`config.mk`:
```
export PLATFORM = sky130hd
export DESIGN_NAME = aes_frame_dispatcher
export DESIGN_NICKNAME = d
export VERILOG_FILES = /design/src/rtl/aes_i2c_pkg.sv /design/src/rtl/aes_watchdog.sv /design/src/rtl/aes_frame_dispatcher.sv
export SDC_FILE = /design/constraint.sdc
export NUM_CORES = 2
export LEC_CHECK = 0
export ABC_AREA = 1
export CORE_AREA = 2 2 311 313
export CTS_CLUSTER_SIZE = 8
export DETAILED_ROUTE_END_ITERATION = 16
export DIE_AREA = 0 0 313 315
export PLACE_DENSITY = 0.71
export SLEW_MARGIN = 20
export SYNTH_ARGS = -nofsm -noshare
export SYNTH_HDL_FRONTEND = slang
export SYNTH_SLANG_ARGS = --single-unit
```
`constraint.sdc`:
```
create_clock -name clk -period 1.45 [get_ports clk]
set_input_delay 0.3625 -clock clk [delete_from_list [all_inputs] [get_ports clk]]
set_output_delay 0.3625 -clock clk [all_outputs]
set_load 0.01 [all_outputs]
```
`src/rtl/aes_i2c_pkg.sv`:
```
// Shared definitions for the I2C-fed AES command path.
// Holds the frame width and field offsets, command opcodes, status bit
// indices and the dispatcher FSM state encoding.
package aes_i2c_pkg;

  localparam int FRAME_W = 264;
  localparam int CMD_MSB = 263;
  localparam int KEY_MSB = 255;
  localparam int BLK_MSB = 127;

  localparam logic [7:0] CMD_CLEAR    = 8'h00;
  localparam logic [7:0] CMD_LOAD_KEY = 8'h01;
  localparam logic [7:0] CMD_LOAD_ENC = 8'h02;
  localparam logic [7:0] CMD_ENC      = 8'h03;
  localparam logic [7:0] CMD_DEC      = 8'h04;

  localparam int ST_KEY_LOADED = 0;
  localparam int ST_BAD_CMD    = 1;
  localparam int ST_NO_KEY     = 2;
  localparam int ST_TIMEOUT    = 3;
  localparam int ST_OVERRUN    = 4;
  localparam int ST_LAST_DEC   = 5;

  typedef enum logic [1:0] {
    S_IDLE   = 2'd0,
    S_DECODE = 2'd1,
    S_ISSUE  = 2'd2,
    S_WAIT   = 2'd3
  } state_t;

endpackage

```
`src/rtl/aes_watchdog.sv`:
```
// Saturating cycle counter with clear/enable and a terminal flag.
// Ports:
//   clk, reset : clock and synchronous active-high reset
//   clear      : forces the count to zero (has priority over enable)
//   enable     : advance the count by one, stopping at TIMEOUT_CYCLES-1
//   terminal   : high while the count equals TIMEOUT_CYCLES-1
module aes_watchdog #(
  parameter int TIMEOUT_CYCLES = 1024
) (
  input  logic clk,
  input  logic reset,
  input  logic clear,
  input  logic enable,
  output logic terminal
);

  localparam int CNT_W = $clog2(TIMEOUT_CYCLES);
  localparam logic [CNT_W-1:0] LAST = CNT_W'(TIMEOUT_CYCLES - 1);

  logic [CNT_W-1:0] count;

  always_ff @(posedge clk) begin
    if (reset || clear) begin
      count <= '0;
    end else if (enable && (count != LAST)) begin
      count <= count + 1'b1;
    end
  end

  assign terminal = (count == LAST);

endmodule

```
`src/rtl/aes_frame_dispatcher.sv`:
```
// Captures completed 33-byte I2C frames, decodes the command byte, owns the
// AES-128 key register and issues key/block requests to the AES core.
// Ports:
//   clk, reset                  : clock, synchronous active-high reset
//   frame_data, frame_done      : frame from the I2C slave and its done level
//   aes_req_valid/ready         : request handshake to the AES core
//   aes_key, aes_block, aes_decrypt : request payload, stable while valid
//   aes_rsp_valid, aes_rsp_data : single-cycle response from the core
//   result_data, result_valid   : last successful result for readback
//   busy                        : FSM not idle
//   status                      : {2'b0, last_dec, overrun, timeout, no_key, bad_cmd, key_loaded}
module aes_frame_dispatcher
  import aes_i2c_pkg::*;
#(
  parameter int TIMEOUT_CYCLES = 1024
) (
  input  logic               clk,
  input  logic               reset,
  input  logic [FRAME_W-1:0] frame_data,
  input  logic               frame_done,
  output logic               aes_req_valid,
  input  logic               aes_req_ready,
  output logic [127:0]       aes_key,
  output logic [127:0]       aes_block,
  output logic               aes_decrypt,
  input  logic               aes_rsp_valid,
  input  logic [127:0]       aes_rsp_data,
  output logic [127:0]       result_data,
  output logic               result_valid,
  output logic               busy,
  output logic [7:0]         status
);

  state_t state, state_next;

  logic               frame_done_p1;
  logic [FRAME_W-1:0] frame_q;
  logic [127:0]       key_reg;
  logic               key_loaded, bad_cmd, no_key, timeout, overrun, last_dec;
  logic               timer_term;

  logic         frame_rise;
  logic [7:0]   cmd;
  logic [127:0] frame_key, frame_blk;

  assign frame_rise = frame_done && !frame_done_p1;
  assign cmd        = frame_q[CMD_MSB -: 8];
  assign frame_key  = frame_q[KEY_MSB -: 128];
  assign frame_blk  = frame_q[BLK_MSB -: 128];

  // Timer is held cleared through ISSUE so it starts from zero on acceptance.
  aes_watchdog #(.TIMEOUT_CYCLES(TIMEOUT_CYCLES)) u_watchdog (
    .clk      (clk),
    .reset    (reset),
    .clear    (state == S_ISSUE),
    .enable   (state == S_WAIT),
    .terminal (timer_term)
  );

  always_ff @(posedge clk) begin
    if (reset) state <= S_IDLE;
    else       state <= state_next;
  end

  always_comb begin
    state_next = state;
    case (state)
      S_IDLE:   if (frame_rise) state_next = S_DECODE;
      S_DECODE: begin
        state_next = S_IDLE;
        if (cmd == CMD_LOAD_ENC) state_next = S_ISSUE;
        else if ((cmd == CMD_ENC || cmd == CMD_DEC) && key_loaded) state_next = S_ISSUE;
      end
      S_ISSUE:  if (aes_req_ready) state_next = S_WAIT;
      S_WAIT:   if (aes_rsp_valid || timer_term) state_next = S_IDLE;
      default:  state_next = S_IDLE;
    endcase
  end

  // Frame capture, key register, request payload and status.
  always_ff @(posedge clk) begin
    if (reset) begin
      frame_done_p1 <= 1'b0;
      frame_q       <= '0;
      key_reg       <= '0;
      key_loaded    <= 1'b0;
      bad_cmd       <= 1'b0;
      no_key        <= 1'b0;
      timeout       <= 1'b0;
      overrun       <= 1'b0;
      last_dec      <= 1'b0;
      aes_key       <= '0;
      aes_block     <= '0;
      aes_decrypt   <= 1'b0;
      result_data   <= '0;
      result_valid  <= 1'b0;
    end else begin
      frame_done_p1 <= frame_done;
      case (state)
        S_IDLE: begin
          if (frame_rise) begin
            frame_q      <= frame_data;
            result_valid <= 1'b0;
          end
        end
        S_DECODE: begin
          case (cmd)
            CMD_CLEAR: begin
              bad_cmd <= 1'b0;
              no_key  <= 1'b0;
              timeout <= 1'b0;
              overrun <= 1'b0;
            end
            CMD_LOAD_KEY: begin
              key_reg    <= frame_key;
              key_loaded <= 1'b1;
            end
            CMD_LOAD_ENC: begin
              key_reg     <= frame_key;
              key_loaded  <= 1'b1;
              aes_key     <= frame_key;
              aes_block   <= frame_blk;
              aes_decrypt <= 1'b0;
            end
            CMD_ENC, CMD_DEC: begin
              if (key_loaded) begin
                aes_key     <= key_reg;
                aes_block   <= frame_blk;
                aes_decrypt <= (cmd == CMD_DEC);
              end else begin
                no_key <= 1'b1;
              end
            end
            default: bad_cmd <= 1'b1;
          endcase
        end
        S_WAIT: begin
          // A response in the terminal cycle wins over the timeout.
          if (aes_rsp_valid) begin
            result_data  <= aes_rsp_data;
            result_valid <= 1'b1;
            last_dec     <= aes_decrypt;
          end else if (timer_term) begin
            timeout <= 1'b1;
          end
        end
        default: ;
      endcase
      // Placed after the clear command so a drop in the same cycle still records.
      if (frame_rise && state != S_IDLE) overrun <= 1'b1;
    end
  end

  assign aes_req_valid = (state == S_ISSUE);
  assign busy          = (state != S_IDLE);
  assign status        = {2'b00, last_dec, overrun, timeout, no_key, bad_cmd, key_loaded};

endmodule

```
==> flow_metrics.py <==
metrics = {
    "finish": {
        "nets": 5883,
        "multi_input_area_um2": 13200,
        "final_layout_size_suffix_gt1_frac": 0.250,
        "area_growth_pct": 51.4,
        "post-route-util": 0.500,
        "stdcell_area_um2": 47900,
        "regMostFlops": "frame_q",
        "ff_latch_area_um2": 16500,
        "largest_reg_flops": 264,
        "fill_cells": 8914,
    },
    "clock_tree": {
        "insertion_delay_ns": 0.70,
        "cts_tree": "yes",
        "clockRootBuffer": "clkbuf_16",
        "cts.sinks": 797,
        "cts_made_buffers": 111,
        "clock_path_buffers": 3,
        "clk_pin_slew_ns": 0.05,
        "cts_max_level": 3,
    },
    "timing": {
        "timing.final.crit_period_ns": 1.80,
        "fin_crit_sh": 1.24,
        "grt_setup_unrepaired": "yes",
        "finalClockSkew_ns": 0.0451,
        "final.setup.worst_slack_ns": -0.347,
        "setup_viol": 1092,
        "slew_violations": 0,
        "report.final.hold_viol_count": 0,
        "maxClockFrequency_ghz": 0.556,
    },
    "synth": {
        "ys_seq_elements": 797,
        "ys_seq_area_frac": 0.505,
        "synth_area_per_cell_um2": 6.87,
        "synth-compound-area-share": 0.0871,
        "async_flop_share": 0,
        "yosys_warnings": 0,
        "netlist_area_um2": 31600,
        "synth_simple_gate_area_frac": 0.308,
        "synthMuxAreaShare": 0,
        "synthAdderAreaFrac": 0.000396,
        "synthCells": 4602,
        "synth_ff_type": "dfxtp_1",
        "synth_edf_count": 0,
        "synth_cell_types": 28,
        "synth_top_family_by_area": "simple AND/OR/NAND/NOR gates",
        "synth-xor-area-share": 0.00139,
    },
    "grt": {
        "grt-ovfl-total": 0,
        "grt.total_usage": 0.223,
        "antenna_found_initial": 8,
        "grt_pass1_wl_um": 171000,
        "grt_max_degree": 82,
        "grt_pass1_vias": 30200,
    },
    "hold_path": {
        "hp-class": "primary input to flop",
    },
    "drt": {
        "route.detailed.drc": 0,
        "via_per_inst": 4.67,
        "detail_route.wl_per_cell_um": 17.3,
        "ant_nets": 0,
        "routed_wl_um": 117000,
        "drtPass1Iterations": 6,
        "via_count": 31700,
        "drt_iter0_drc": 2514,
    },
    "placement": {
        "dp_hpwl_um": 80900,
        "io_buffer_count": 790,
        "placed_area_um2": 42200,
        "gp_congestion": 0.944,
    },
    "setup_path": {
        "required_ns": 2.06,
        "worstPathArrival_ns": 2.41,
        "crit_fanout": 9,
        "cp-end-kind": "flop",
        "crit_path_start_kind": "flop",
        "critPathKind": "flop to flop",
    },
    "power": {
        "leakage_nw": 22.7,
        "power_density_nw_per_um2": 1110,
        "peakVddDrop_v": 0.00101,
    },
    "floorplanning": {
        "coreArea_um2": 95700,
        "fp.dieW_um": 313,
        "die_h_um": 315,
        "core.rowCount": 114,
        "initial_core_util": 0.330,
        "boundaryPins": 793,
        "dieArea_um2": 98600,
    },
    "run_status": {
        "violations": "negative setup slack",
        "status": "complete, but fails checks",
    },
    "job": {
        "maxCapViolations": 0,
    },
}
-- synthesized netlist by cell type, drive strengths merged, types with 2 or more instances --
cell type	instances	area share
nor2	1307	0.16
nand2	1073	0.13
xor2	4	0.0011
o21ai	396	0.063
a21oi	154	0.024
inv	412	0.049
nand4	2	0.00040
buf	174	0.033
nor3	2	0.00032
dfxtp	797	0.50
clkbuf	133	0.016
nand3	142	0.023
-- per-layer routing --
metal	share of wire	track usage	vias up
met5	0.00038	0	-
met4	0.070	0.149	6
met3	0.074	0.0569	307
met2	0.47	0.369	1178
met1	0.39	0.254	14500
li1	-	-	15700
-- placed cells by master (no fill, tap or decap), types with 58 or more instances in the layout --
cell type        count
a21oi_1            154
buf_12              63
buf_4              177
buf_6              402
clkbuf_16          124
clkdlybuf4s50_1    394
dfxtp_1            408
dfxtp_2            364
inv_1              402
nand2_1            993
nand2_2             58
nand3_1            139
nor2_1            1219
nor2_2              72
o21ai_0            368
-- kinds of logic (layout without fill, tap and decap cells) --
family	count (synthesis)	count (layout)
xor gates and xnor gates	5	5
other	1	9
adders and majority gates	1	1
buffers and inverters	720	1615
AOI/OAI and AO/OA	550	550
DFF	797	797
and+or+nand+nor	2528	2528
-- power by group --
part           total, mW  switching [mW]  internal [mW]  leakage (nW)
clock network       23.5            9.63           13.9          1.48
registers           23.7           0.687           23.0          6.69
logic               6.12            3.20           2.92          14.5
total               53.3            13.5           39.8          22.7
-- worst max-delay path, cell delays in order (launching register included) --
cell and delay [ns]:
dfxtp_2 0.31, inv_2 0.07, nand2_4 0.08, nor2_4 0.19, nand3_2 0.12, nand2_4 0.11, nand2_8 0.15, buf_16 0.23
buf_6 0.13, buf_8 0.12, nand2_1 0.05, nand2_1 0.04, nor2_1 0.09
-- per-stage QoR --
stage | total power [mW] | hold slack (ns) | cells | setup TNS (ns) | setup slack, ns
floorplan | 26.6 | 0.423 | 4603 | 0 | 0.000838
global placement | 29.5 | 0.446 | 6596 | -279.94 | -0.586
detailed placement | 29.6 | 0.448 | 6596 | -299.08 | -0.629
CTS | 53.5 | 0.126 | 6751 | -142.67 | -0.355
global route | 55.3 | 0.183 | 6777 | -214.08 | -0.449
finish | 53.3 | 0.185 | 6781 | -131.22 | -0.347
-- final cells by class --
class / instances / share of cell area
inverter: 413 / 0.0328
antenna: 7 / 0.000366
tap: 1276 / 0.0334
sequential: 797 / 0.345
timing repair buffer: 1076 / 0.251
clock inverter: 11 / 0.00429
multi-input combinational: 3086 / 0.275
clock buffer: 115 / 0.0585
-- final timing paths --
kind                                   from  cells past startpoint                            to  slack (ns)
setup / recovery  frame_q[263]$_SDFFE_PP0P_                     12    aes_block[26]$_SDFFE_PP0P_       -0.35
setup reg to reg  frame_q[263]$_SDFFE_PP0P_                     12    aes_block[26]$_SDFFE_PP0P_       -0.35
hold reg to reg    frame_q[18]$_SDFFE_PP0P_                      2    aes_block[18]$_SDFFE_PP0P_        0.46
hold / removal                aes_rsp_valid                      4  result_data[77]$_SDFFE_PP0P_        0.18
-- repair_timing --
action	in CTS	in global routing
buffers inserted	32	9
cloned	12	16
pin swaps	15	29
hold buffers	1	0
endpoints found under the hold margin	5	0
endpoints found under the setup margin	1050	1164
resized for setup	2550	158
Power figures use the tool's default switching activity.
